==> src/rtl/stream_mux_arb.sv <==
// N-channel valid/ready stream mux with explicit-select or round-robin grant and a registered output.
// Optional handshake counter (cnt_o, clr_cnt_i) enabled by defining STREAM_MUX_ARB_CNT_EN.
module stream_mux_arb #(
  parameter  int Width = 16,
  parameter  int NumCh = 4,
  localparam int SelW  = $clog2(NumCh)
) (
  input  logic                   clk_i,
  input  logic                   rst_ni,
  input  logic [NumCh*Width-1:0] x_i,
  input  logic [NumCh-1:0]       valid_i,
  output logic [NumCh-1:0]       ready_o,
  input  logic                   mode_i,
  input  logic [SelW-1:0]        sel_i,
  output logic [Width-1:0]       xn_o,
  output logic [SelW-1:0]        ch_o,
  output logic                   valid_o,
  input  logic                   ready_i
`ifdef STREAM_MUX_ARB_CNT_EN
  ,
  input  logic                   clr_cnt_i,
  output logic [31:0]            cnt_o
`endif
);

  localparam logic [0:0] EMPTY = 1'b0;
  localparam logic [0:0] FULL  = 1'b1;

  logic [0:0]       state_q, state_d;
  logic [Width-1:0] xn_q, xn_d;
  logic [SelW-1:0]  ch_q, ch_d;
  logic [SelW-1:0]  last_q, last_d;

  logic [Width-1:0] x_ch [NumCh];
  logic [NumCh-1:0] grant;
  logic             gvld;
  logic [SelW-1:0]  gidx;
  logic [Width-1:0] gdata;
  int unsigned      rr_idx;
  logic             load;

  for (genvar k = 0; k < NumCh; k++) begin : g_ch
    assign x_ch[k] = x_i[k*Width +: Width];
  end

  // Round-robin scans downward from the farthest candidate so the closest
  // channel after last_q is the final (winning) assignment.
  always_comb begin
    gvld   = 1'b0;
    gidx   = '0;
    gdata  = '0;
    rr_idx = 0;
    if (!mode_i) begin
      for (int k = 0; k < NumCh; k++) begin
        if (sel_i == SelW'(k) && valid_i[k]) begin
          gvld  = 1'b1;
          gidx  = SelW'(k);
          gdata = x_ch[k];
        end
      end
    end else begin
      for (int i = NumCh; i >= 1; i--) begin
        rr_idx = (int'(last_q) + i) % NumCh;
        if (valid_i[rr_idx]) begin
          gvld  = 1'b1;
          gidx  = SelW'(rr_idx);
          gdata = x_ch[rr_idx];
        end
      end
    end
    for (int k = 0; k < NumCh; k++) grant[k] = gvld && (gidx == SelW'(k));
  end

  assign load    = (state_q == EMPTY) | (ready_i & (state_q == FULL));
  assign ready_o = (rst_ni && load) ? grant : '0;

  always_comb begin
    state_d = state_q;
    xn_d    = xn_q;
    ch_d    = ch_q;
    last_d  = last_q;
    if (load) begin
      if (gvld) begin
        state_d = FULL;
        xn_d    = gdata;
        ch_d    = gidx;
        if (mode_i) last_d = gidx;
      end else begin
        state_d = EMPTY;
      end
    end
  end

  always_ff @(posedge clk_i) begin
    if (!rst_ni) begin
      state_q <= EMPTY;
      xn_q    <= '0;
      ch_q    <= '0;
      last_q  <= SelW'(NumCh - 1);
    end else begin
      state_q <= state_d;
      xn_q    <= xn_d;
      ch_q    <= ch_d;
      last_q  <= last_d;
    end
  end

  assign valid_o = (state_q == FULL);
  assign xn_o    = xn_q;
  assign ch_o    = ch_q;

`ifdef STREAM_MUX_ARB_CNT_EN
  logic [31:0] cnt_q, cnt_d;
  logic        hs;

  // Clear wins over the old count, but a same-cycle handshake still counts.
  assign hs = valid_o & ready_i;
  always_comb begin
    cnt_d = clr_cnt_i ? 32'd0 : cnt_q;
    if (hs) cnt_d = cnt_d + 32'd1;
  end

  always_ff @(posedge clk_i) begin
    if (!rst_ni) cnt_q <= '0;
    else         cnt_q <= cnt_d;
  end

  assign cnt_o = cnt_q;
`endif

endmodule

==> config.mk <==
export PLATFORM = sky130hd
export DESIGN_NAME = stream_mux_arb
export DESIGN_NICKNAME = d
export VERILOG_FILES = /design/src/rtl/stream_mux_arb.sv
export SDC_FILE = /design/constraint.sdc
export NUM_CORES = 1
export LEC_CHECK = 0
export CAP_MARGIN = 0
export CORE_MARGIN = 4
export CORE_UTILIZATION = 30
export CTS_BUF_LIST = sky130_fd_sc_hd__clkbuf_4
export DETAILED_ROUTE_END_ITERATION = 12
export PLACE_DENSITY_LB_ADDON = 0.15
export SLEW_MARGIN = 5
export SYNTH_ARGS = -nofsm -noshare
export SYNTH_HDL_FRONTEND = slang
export SYNTH_SLANG_ARGS = --single-unit
==> constraint.sdc <==
create_clock -name clk_i -period 4.85 [get_ports clk_i]
set_clock_uncertainty 0.05 [all_clocks]
set_input_delay 1.455 -clock clk_i [delete_from_list [all_inputs] [get_ports clk_i]]
set_output_delay 1.455 -clock clk_i [all_outputs]
set_load 0.03 [all_outputs]
==> out/qor.csv, run 1 <==
stage,metric,value,unit
die,Initial Util,31.0,%
timing,worst hold slack,0.423,ns
critical_path,worst reg2reg setup slack,1.91,ns
synthesis,most numerous cell in the Yosys netlist,nand2_1,
cts,CTS tree,done,
timing,Fin. Hold Viols,0,
power,register share of total power,23.2,%
synthesis,Synth area leader,mux4_2,
synthesis,Cells after Synth,432,
worst_hold_path,hold path cells,2,
worst_hold_path,min-delay src,ch_o[0],
cells_and_area,"Area growth, synth to finish",34.5,%
power,worst vdd ir,121,µV
run,maxcap violations,0,
cells_and_area,Antenna diodes,0,
global_routing,total gr overflow,0,
placement,Port Buf Inserts,96,
detailed_routing,Starting DRT DRC Count,361,
placement,placed insts,655,
synthesis,multiplexer area fraction after synthesis,30.9,%
synthesis,area share of the largest cell type after synthesis,20.1,%
detailed_routing,Via Count,4139,
timing,Slew Limit Fails,0,
power,LEAKAGE,1.78,nW
synthesis,"top cells by count, synth","nand2_1 (45), mux4_2 (32), nor2_1 (28)",
power,sw power,0.000411,W
cts,clock sinks,21,
synthesis,simple-gate share of the synthesized area,18.2,%
worst_hold_path,Hold WC Path Type,reg2reg,
synthesis,Syn Std Cell Area,3580,µm²
detailed_routing,Final ANT Viol Nets,0,
cells_and_area,flip-flop and latch area,425,µm²
cts,root buffer cell,clkbuf_4,
cells_and_area,Fillers,1161,
detailed_routing,Post-route DRC,0,
cts,Clock Pin Slew Worst Setup and Hold Paths,0.17,ns
cts,clock buffer depth,2,
timing,worst-margin pin slew,1.07,ns
critical_path,Worst R2R End,xn_o[3],
die,DIE HEIGHT,117,µm
power,combinational share of power,65.0,%
critical_path,CP endpoint kind,output port,
synthesis,Synth async-reset ratio,0,%
cts,H-tree Lvls,1,
cells_and_area,# nets final,591,
die,Chip Width,117,µm
synthesis,largest family of logic cells by synthesized area,compound AO/OA/AOI/OAI gates,
synthesis,post-synth cell types,46,
timing,endpoints failing setup,0,
critical_path,worst flop-to-flop path startpoint,last_q[0],
synthesis,Most used DFF post-synth,dfxtp_1,
synthesis,Post-synth EDFFs,0,
die,Core Area,11600,µm²
cts,CTS buffer count,3,
power,PD cells,193,nW/µm²
global_routing,global-route wire length before repair,22100,µm
die,die area,13800,µm²
detailed_routing,DR WL/cell,21.2,µm
detailed_routing,total wire length,13900,µm
placement,HPWL after DPL,9340,µm
timing,post-layout min period,4.74,ns
synthesis,sequential element share of the synthesized area,11.7,%
synthesis,Adder-Cell Fraction of Synth Area,0,%
die,Cell Rows,39,
synthesis,synthesized area per cell,8.30,µm²
timing,setup tns final,0,ns
critical_path,Worst Path Arrival,3.24,ns
power,Clk pwr share,11.8,%
placement,gpl congestion,0.883,
die,Ports,97,
synthesis,Synth Warn #,0,
critical_path,startpoint type of the worst setup path,input port,
critical_path,kind of critical path,in2out,
critical_path,Critical Path RT,3.35,ns
detailed_routing,DR pass1 iterations,6,
power,total power,0.000929,W
placement,DP Area,4730,µm²
synthesis,Compound-Gate Fraction of Synth Area,32.2,%
timing,Tcrit/Tclk final,97.8,%
synthesis,Area contributors post-synth,"mux4_2 (20%), dfxtp_1 (12%), mux2_2 (6.9%), a22oi_1 (4.8%), nand2_1 (4.7%)",
global_routing,number of global-route vias before repair,4222,
detailed_routing,Vias/cell,6.28,
critical_path,Crit Path Max Fanout,4,
timing,fmax,211,MHz
global_routing,initial antenna violation count,0,
cells_and_area,final instance area,4820,µm²
timing,unrepaired setup endpoints after global routing,false,
cts,clock latency on the worst-skew pair,0.34,ns
worst_hold_path,Worst Hold End,ch_o[0],
cells_and_area,layout cells sized above 1,22.5,%
timing,Slew headroom,28.5,%
cells_and_area,multi-input logic area,2950,µm²
global_routing,GRT Total Usage,19.3,%
global_routing,largest net degree at the start of global routing,81,
power,Power Internal,0.000518,W
status,status,finished clean,
power,Sw Share,44.3,%
cells_and_area,Finished Layout Cells,659,
synthesis,Seq cells post-synth,21,
synthesis,Post-Synth XOR/XNOR Area,0,%
synthesis,Synthesized Nets,506,
critical_path,worst r2r path cells,7,
critical path: stages:
cell and delay, ns:
clkdlybuf4s50_1 0.47, buf_4 0.13, mux4_2 0.23, o2bb2ai_1 0.10, or2_1 0.23, or3_4 0.36, nor2_4 0.12, buf_6 0.13
cells in the final DEF, fill, tap and decap left out, types with 4 or more instances in the layout:
master | Yosys | routed
clkdlybuf4s50_1 | 0 | 88
nand2_1 | 45 | 45
buf_4 | 5 | 34
mux4_2 | 32 | 32
nor2_1 | 28 | 26
o21ai_0 | 26 | 24
a22oi_1 | 23 | 23
mux2_2 | 22 | 21
o22ai_1 | 20 | 20
nand3_1 | 20 | 20
dfxtp_1 | 21 | 19
a21oi_1 | 17 | 17
mux2i_1 | 14 | 14
a31oi_1 | 10 | 10
nand2b_1 | 9 | 8
a221o_1 | 8 | 8
nor4b_1 | 8 | 8
o211ai_2 | 8 | 8
nor2b_1 | 7 | 7
o21a_1 | 7 | 7
a32o_1 | 7 | 7
nor3_1 | 6 | 6
a21bo_2 | 5 | 5
a221oi_1 | 5 | 5
o41ai_1 | 5 | 5
dlymetal6s2s_1 | 0 | 4
power by group through the flow:
stage,sequential (W),combinational (W),clock (W)
floorplan,0.000246,0.000350,0
global placement,0.000220,0.000584,0
detailed placement,0.000220,0.000593,0
CTS,0.000216,0.000597,0.000115
global route,0.000219,0.000650,0.000122
finish,0.000216,0.000604,0.000109
state kept, by name, summed over array words and instances, names as in the netlist:
register,count
xn_o,16
ch_o,2
last_q,2
valid_o,1
stage by stage:
stage | util, % | worst slack [ns]
5_1_grt | 41.7 | 0.0266
4_1_cts | 41.2 | 0.0259
2_1_floorplan | - | 0.217
3_5_place_dp | 40.9 | -0.0269
6_report | 41.7 | 0.107
3_3_place_gp | 40.9 | -0.0140
metal layers:
| layer | GRT usage [%] | vias to the layer above | part of all wire [%] |
|---|---|---|---|
| met3 | 4.43 | 32 | 8.0 |
| met1 | 26.2 | 2012 | 44 |
| met4 | 8.50 | 0 | 2.9 |
| met2 | 29.3 | 201 | 45 |
| met5 | 0 | - | 0 |
| li1 | - | 1894 | - |
what timing repair did:
item,in CTS,in global routing
endpoints found under the setup margin,2,2
cloned,0,0
buffers inserted,0,0
hold buffers,0,0
resized for setup,2,15
pin swaps,0,3
logic make-up (layout without fill, tap and decap cells):
family / Yosys count / count (layout)
mux: 68 / 68
flops: 21 / 21
buf+inv: 52 / 136
compound gates: 157 / 157
simple gates: 134 / 134
how the worst max path moves through the flow:
stage | startpoint | end | slack [ns] | depth (start not counted)
final | valid_i[0] | ready_o[0] | 0.11 | 8
after global routing | valid_i[0] | ready_o[2] | 0.03 | 8
after detailed placement | valid_i[3] | ready_o[0] | -0.03 | 9
after global placement | valid_i[1] | ready_o[0] | -0.01 | 9
after floorplan | sel_i[0] | ready_o[0] | 0.22 | 8
after CTS | valid_i[1] | ready_o[0] | 0.03 | 8
area by class of cell:
cell class,count,area share [%]
sequential,21,8.83
timing repair buffer,129,25.3
clock buffer,3,0.467
clock inverter,1,0.156
inverter,3,0.234
multi-input combinational,359,61.3
tap,143,3.71
No activity file was read; power rests on OpenSTA's default activity.
==> run 2: changes to the inputs <==
--- a/config.mk
+++ b/config.mk
@@ -8,7 +8,7 @@
 export CAP_MARGIN = 0
 export CORE_MARGIN = 4
 export CORE_UTILIZATION = 30
-export CTS_BUF_LIST = sky130_fd_sc_hd__clkbuf_4
+export CTS_CLUSTER_SIZE = 30
 export DETAILED_ROUTE_END_ITERATION = 12
 export PLACE_DENSITY_LB_ADDON = 0.15
 export SLEW_MARGIN = 5
==> run 2 against run 1 <==
  * Cell count unchanged
  * First-iteration DRC count increased by 15%
  * Global-route usage about the same
  * Register-to-register slack about the same
  * Critical path depth unchanged
  * Via count increased by 0.14%
  * Flip-flop and latch count unchanged
  * Power increased by 9.4%
  * Worst setup slack got worse by 0.0041 ns
  * Combinational power about the same
  * Die area unchanged
  * Critical endpoint unchanged
  * Largest cell class unchanged
==> out/qor.csv, run 2 (synthesis gave the netlist of run 1 again) <==
stage,metric,value,unit
status,status,finished clean,
critical_path,sequence of cells on the critical path,clkdlybuf4s50_1 > nor2b_1 > o21ai_1 > o311ai_2 > mux2_4 > or3_4 > nor2_4 > buf_6,
detailed_routing,DR pass1 iterations,5,
global_routing,global-route wire length before repair,22100,µm
global_routing,initial antenna violation count,0,
placement,placed insts,655,
detailed_routing,Final ANT Viol Nets,0,
cells_and_area,Finished Layout Cells,659,
timing,fmax,211,MHz
detailed_routing,Starting DRT DRC Count,416,
power,Power Internal,0.000599,W
detailed_routing,Vias/cell,6.29,
die,Ports,97,
timing,setup tns final,0,ns
cts,clock latency on the worst-skew pair,0.27,ns
run,maxcap violations,0,
cells_and_area,most frequent cells in the layout,"clkdlybuf4s50_1 (88), nand2_1 (45), buf_4 (34)",
cts,CTS tree,done,
timing,Slew Limit Fails,0,
cells_and_area,# nets final,591,
cells_and_area,"commonest non-fill, non-tap cell in the layout",clkdlybuf4s50_1,
critical_path,worst reg2reg setup slack,1.92,ns
timing,endpoints failing setup,0,
critical_path,worst r2r path cells,7,
cells_and_area,"Area growth, synth to finish",35.9,%
critical_path,Critical Path Stages,8,
global_routing,number of global-route vias before repair,4217,
die,Cell Rows,39,
cts,CTS buffer count,3,
die,Core Area,11600,µm²
detailed_routing,Post-route DRC,0,
global_routing,GRT Total Usage,19.3,%
placement,Port Buf Inserts,96,
critical_path,worst flop-to-flop path startpoint,last_q[0],
timing,post-layout min period,4.75,ns
power,total power,0.00102,W
worst_hold_path,Hold WC Path Type,reg2reg,
critical_path,Critical Path RT,3.35,ns
critical_path,kind of critical path,in2out,
detailed_routing,Via Count,4145,
critical_path,Crit. Startpoint,valid_i[0],
critical_path,CP max stage delay,0.47,ns
cts,CTS Hold Buffers Added,0,
cts,clock sinks,21,
critical_path,Worst Path Arrival,3.24,ns
critical_path,startpoint type of the worst setup path,input port,
die,DIE HEIGHT,117,µm
die,Chip Width,117,µm
critical_path,Worst Setup EP,ready_o[0],
die,Initial Util,31.0,%
detailed_routing,DR WL/cell,21.0,µm
cts,Post-CTS Setup Bufs,0,
cells_and_area,fin util,42.1,%
critical_path,Worst path slowest cell,clkdlybuf4s50_1,
cts,root buffer cell,clkbuf_16,
timing,Tcrit/Tclk final,97.9,%
critical_path,CP endpoint kind,output port,
critical_path,Crit Path Max Fanout,3,
timing,Slew headroom,28.3,%
critical_path,buffers and inverters on the worst path,2,
power,Sw Share,41.1,%
timing,unrepaired setup endpoints after global routing,false,
cells_and_area,layout cells sized above 1,22.5,%
power,LEAKAGE,1.81,nW
power,register share of total power,21.2,%
cells_and_area,Antenna diodes,0,
critical_path,Crit path max-delay family,buffers and inverters,
cts,clock buffer depth,2,
detailed_routing,total wire length,13800,µm
cts,Clock Pin Slew Worst Setup and Hold Paths,0.07,ns
cells_and_area,Fillers,1157,
power,Clk pwr share,19.4,%
power,combinational share of power,59.3,%
worst_hold_path,min-delay src,ch_o[0],
die,die area,13800,µm²
critical_path,Worst R2R End,xn_o[3],
power,worst vdd ir,145,µV
placement,gpl congestion,0.883,
cells_and_area,Largest register FFs,16,
timing,Fin. Hold Viols,0,
power,sw power,0.000418,W
global_routing,total gr overflow,0,
global_routing,largest net degree at the start of global routing,81,
cts,H-tree Lvls,1,
timing,worst-margin pin slew,1.07,ns
placement,HPWL after DPL,9340,µm
power,PD cells,209,nW/µm²
[run 2: cell count changes in the layout (fill, tap and decap cells not counted)]
| cell | change |
|---|---|
| clkbuf_4 | -3 |
| clkbuf_16 | +3 |
[run 2: repair_timing]
| item | in CTS | in global routing |
|---|---|---|
| endpoints found under the setup margin | 2 | 2 |
| resized for setup | 2 | 15 |
| gates cloned | 0 | 0 |
| pin swaps | 0 | 3 |
[run 2: worst register-to-register path, delay by kind of cell (launching register included)]
family                 cells  cell delay (ns)
AO/OA/AOI/OAI              2             0.26
buffers and inverters      2             1.09
flip-flops                 1             0.38
multiplexers               1             0.26
AND/OR/NAND/NOR            2             0.79
[run 2: layout make-up]
type / instances / area, µm² / share of cell area (%)
multi-input cells: 359 / 2950 / 60.6
inverters: 3 / 11.3 / 0.231
clock buffers: 3 / 75.1 / 1.54
flip-flops and latches: 21 / 425 / 8.73
repair buffers: 129 / 1220 / 25.0
well taps: 143 / 179 / 3.67
clock inverters: 1 / 7.51 / 0.154
[run 2: routing by layer]
| layer | track usage [%] | part of all wire, % |
|---|---|---|
| met3 | 4.23 | 8.0 |
| met4 | 8.06 | 3.3 |
| met5 | 0 | 0 |
| met1 | 26.3 | 45 |
| met2 | 29.5 | 44 |
[run 2: power groups by stage]
stage | sequential (W) | combinational (W) | clock [W]
2_1_floorplan | 0.000246 | 0.000350 | 0
3_3_place_gp | 0.000220 | 0.000584 | 0
3_5_place_dp | 0.000220 | 0.000593 | 0
4_1_cts | 0.000216 | 0.000597 | 0.000203
5_1_grt | 0.000219 | 0.000650 | 0.000209
6_report | 0.000216 | 0.000603 | 0.000198
[run 2: stage by stage]
stage                     area (µm²)  hold slack (ns)  worst slack [ns]
after floorplan                 3580            0.530             0.217
after global placement          4730            0.401           -0.0140
after detailed placement        4730            0.411           -0.0269
after CTS                       4820            0.422            0.0259
after global routing            4870            0.453            0.0266
final                           4870            0.412             0.103
[run 2: worst min path at each step]
stage,end,cells past startpoint
after detailed placement,ch_o[0],2
after CTS,ch_o[0],2
final,ch_o[0],2
after global placement,ch_o[0],2
after global routing,ch_o[0],2
after floorplan,ch_o[0],2
==> RTL edit: new RTL, config.mk and constraints of run 2 <==
Change the parameter `Width` from 16 to 18.
--- a/src/rtl/stream_mux_arb.sv
+++ b/src/rtl/stream_mux_arb.sv
@@ -1,7 +1,7 @@
 // N-channel valid/ready stream mux with explicit-select or round-robin grant and a registered output.
 // Optional handshake counter (cnt_o, clr_cnt_i) enabled by defining STREAM_MUX_ARB_CNT_EN.
 module stream_mux_arb #(
-  parameter  int Width = 16,
+  parameter  int Width = 18,
   parameter  int NumCh = 4,
   localparam int SelW  = $clog2(NumCh)
 ) (
Interface: changed (resized x_i and xn_o); port bits go from 97 to 107. The function was not compared with the original's and may differ.
==> RTL edit against run 2 <==
- hold slack improved by 0.0063 ns
- sequential cell count increased by 2
- total power increased by 11%
- final cell count is 15% higher
- register-to-register slack worse by 0.16 ns
- setup slack got worse by 0.0041 ns
- synthesized area increased by 18%
- routed wire length up 19%
- count of clock-buffer cells in the layout rose by 1
- critical path depth unchanged
- final area increased by 13%
- critical path type unchanged
- critical endpoint unchanged
- largest power group unchanged
==> RTL edit: results (changes against run 2) <==
STA
  • Final hold slack: 0.4183 ns (was 0.4120 ns)
  • Max Freq: 0.2105 GHz (was 0.2107 GHz)
  • Worst Max-Slew Pin Slew: 0.8309 ns (was 1.075 ns)

Routing
  • Final WL: 16460 um (was 13840 um)
  • DR vias: 4695 (was 4145)
  • Initial DRC count: 374 (was 416)
  • Post-Route M1 WL: 7110 um (was 6179 um)
  • DR WL met2: 7928 um (was 6098 um)
  • Routed wire per std cell: 21.75 um (was 21.00 um)
  • Met3 Wirelength: 1037 um (was 1102 um)

Power and ir drop
  • Net Sw Frac: 0.4204 (was 0.4114)
  • Clock power share: 0.181 (was 0.194)
  • Flop pwr share: 0.229 (was 0.212)
  • Cell Int Power: 657.0 uW (was 598.6 uW)
  • Leakage Power: 2.030 nW (was 1.807 nW)

Worst setup path
  • Worst EP arrival: 3.25 ns (was 3.24 ns)
  • Crit Path Max Fanout: 19 (was 3)
  • Crit Reg-Reg Endpoint: xn_o[2]$_SDFFE_PN0P_ (was xn_o[3]$_SDFFE_PN0P_)
  • Register-to-Register Path Depth: 5 (was 7)
  • Worst Setup SP: valid_i[1] (was valid_i[0])
  • Slowest stage delay, CP: 0.53 ns (was 0.47 ns)
  • Reg2reg setup slack: 1.76 ns (was 1.92 ns)

Logic synthesis
  • Mux share of post-synthesis cell area: 0.3237 (was 0.3092)
  • List of most frequent post-synthesis cells: nand2_1, mux4_2, a21oi_1, buf_2, mux2_2 (was nand2_1, mux4_2, nor2_1, o21ai_0, buf_2)
  • Syn_nets: 580 (was 506)
  • Synth area leaders: mux4_2, dfxtp_1, nand2_1, mux2_2, mux2i_1 (was mux4_2, dfxtp_1, mux2_2, a22oi_1, nand2_1)
  • Post-synthesis sequential area ratio: 0.1085 (was 0.1173)
  • Synth Area in Compound Gates: 0.2925 (was 0.3218)
  • Mapped Cells: 498 (was 432)

Place
  • Placer Congestion: 0.9448 (was 0.8831)
  • Final HPWL DP: 11590 um (was 9344 um)
  • Port bufs: 106 (was 96)
  • Placed cell count: 753 (was 655)

Outcome
  • Status: completed (unchanged)

Finish
  • Max reg flops: 18 (was 16)
  • Final net count: 660 (was 591)
  • Layout cells sized above 1: 0.1906 (was 0.2248)

Global routing
  • Grt met1 use: 0.2576 (was 0.2630)
  • Global Route met2 Usage: 0.3250 (was 0.2952)
  • Largest net degree at the start of global routing: 59 (was 81)
  • Gr usage total: 0.1942 (was 0.1929)
  • Global Route met3 Usage: 0.02779 (was 0.04235)
  • First-pass GRT wire length: 25390 um (was 22110 um)

Min path
  • Hold path start: xn_o[14]$_SDFFE_PN0P_ (was ch_o[0]$_SDFFE_PN0P_)

Clock network
  • CTS resizes: 0 (was 2)
==> RTL edit: changes by cell type after synthesis, sizes merged, moves of 9 or more <==
cell | run 2 | this run
a21oi | 17 | 26
a22oi | 23 | 14
buf | 31 | 43
clkbuf | 18 | 9
nand2 | 45 | 75
nand3 | 20 | 6
nor2 | 28 | 16
nor3b | 3 | 15
==> RTL edit: worst max-delay path, delay by kind of cell <==
family / cells / cell delay (ns)
buffers and inverters: 3 / 0.97
and+or+nand+nor: 1 / 0.11
AOI/OAI and AO/OA: 4 / 0.71
==> RTL edit: cell families (layout without fill, tap and decap cells) <==
family / Yosys count / count (layout)
multiplexers: 84 / 84
AO/OA/AOI/OAI: 172 / 172
buffers and inverters: 63 / 142
flip-flops: 23 / 23
AND/OR/NAND/NOR: 156 / 156
==> RTL edit: final cells by class <==
cell class | instances | area [um2]
clock buffers | 4 | 78.83
fillers | 1399 | 8397
inverters | 11 | 41.29
multi-input cells | 412 | 3443
flip-flops and latches | 23 | 467.9
well taps | 180 | 225.2
repair buffers | 127 | 1227
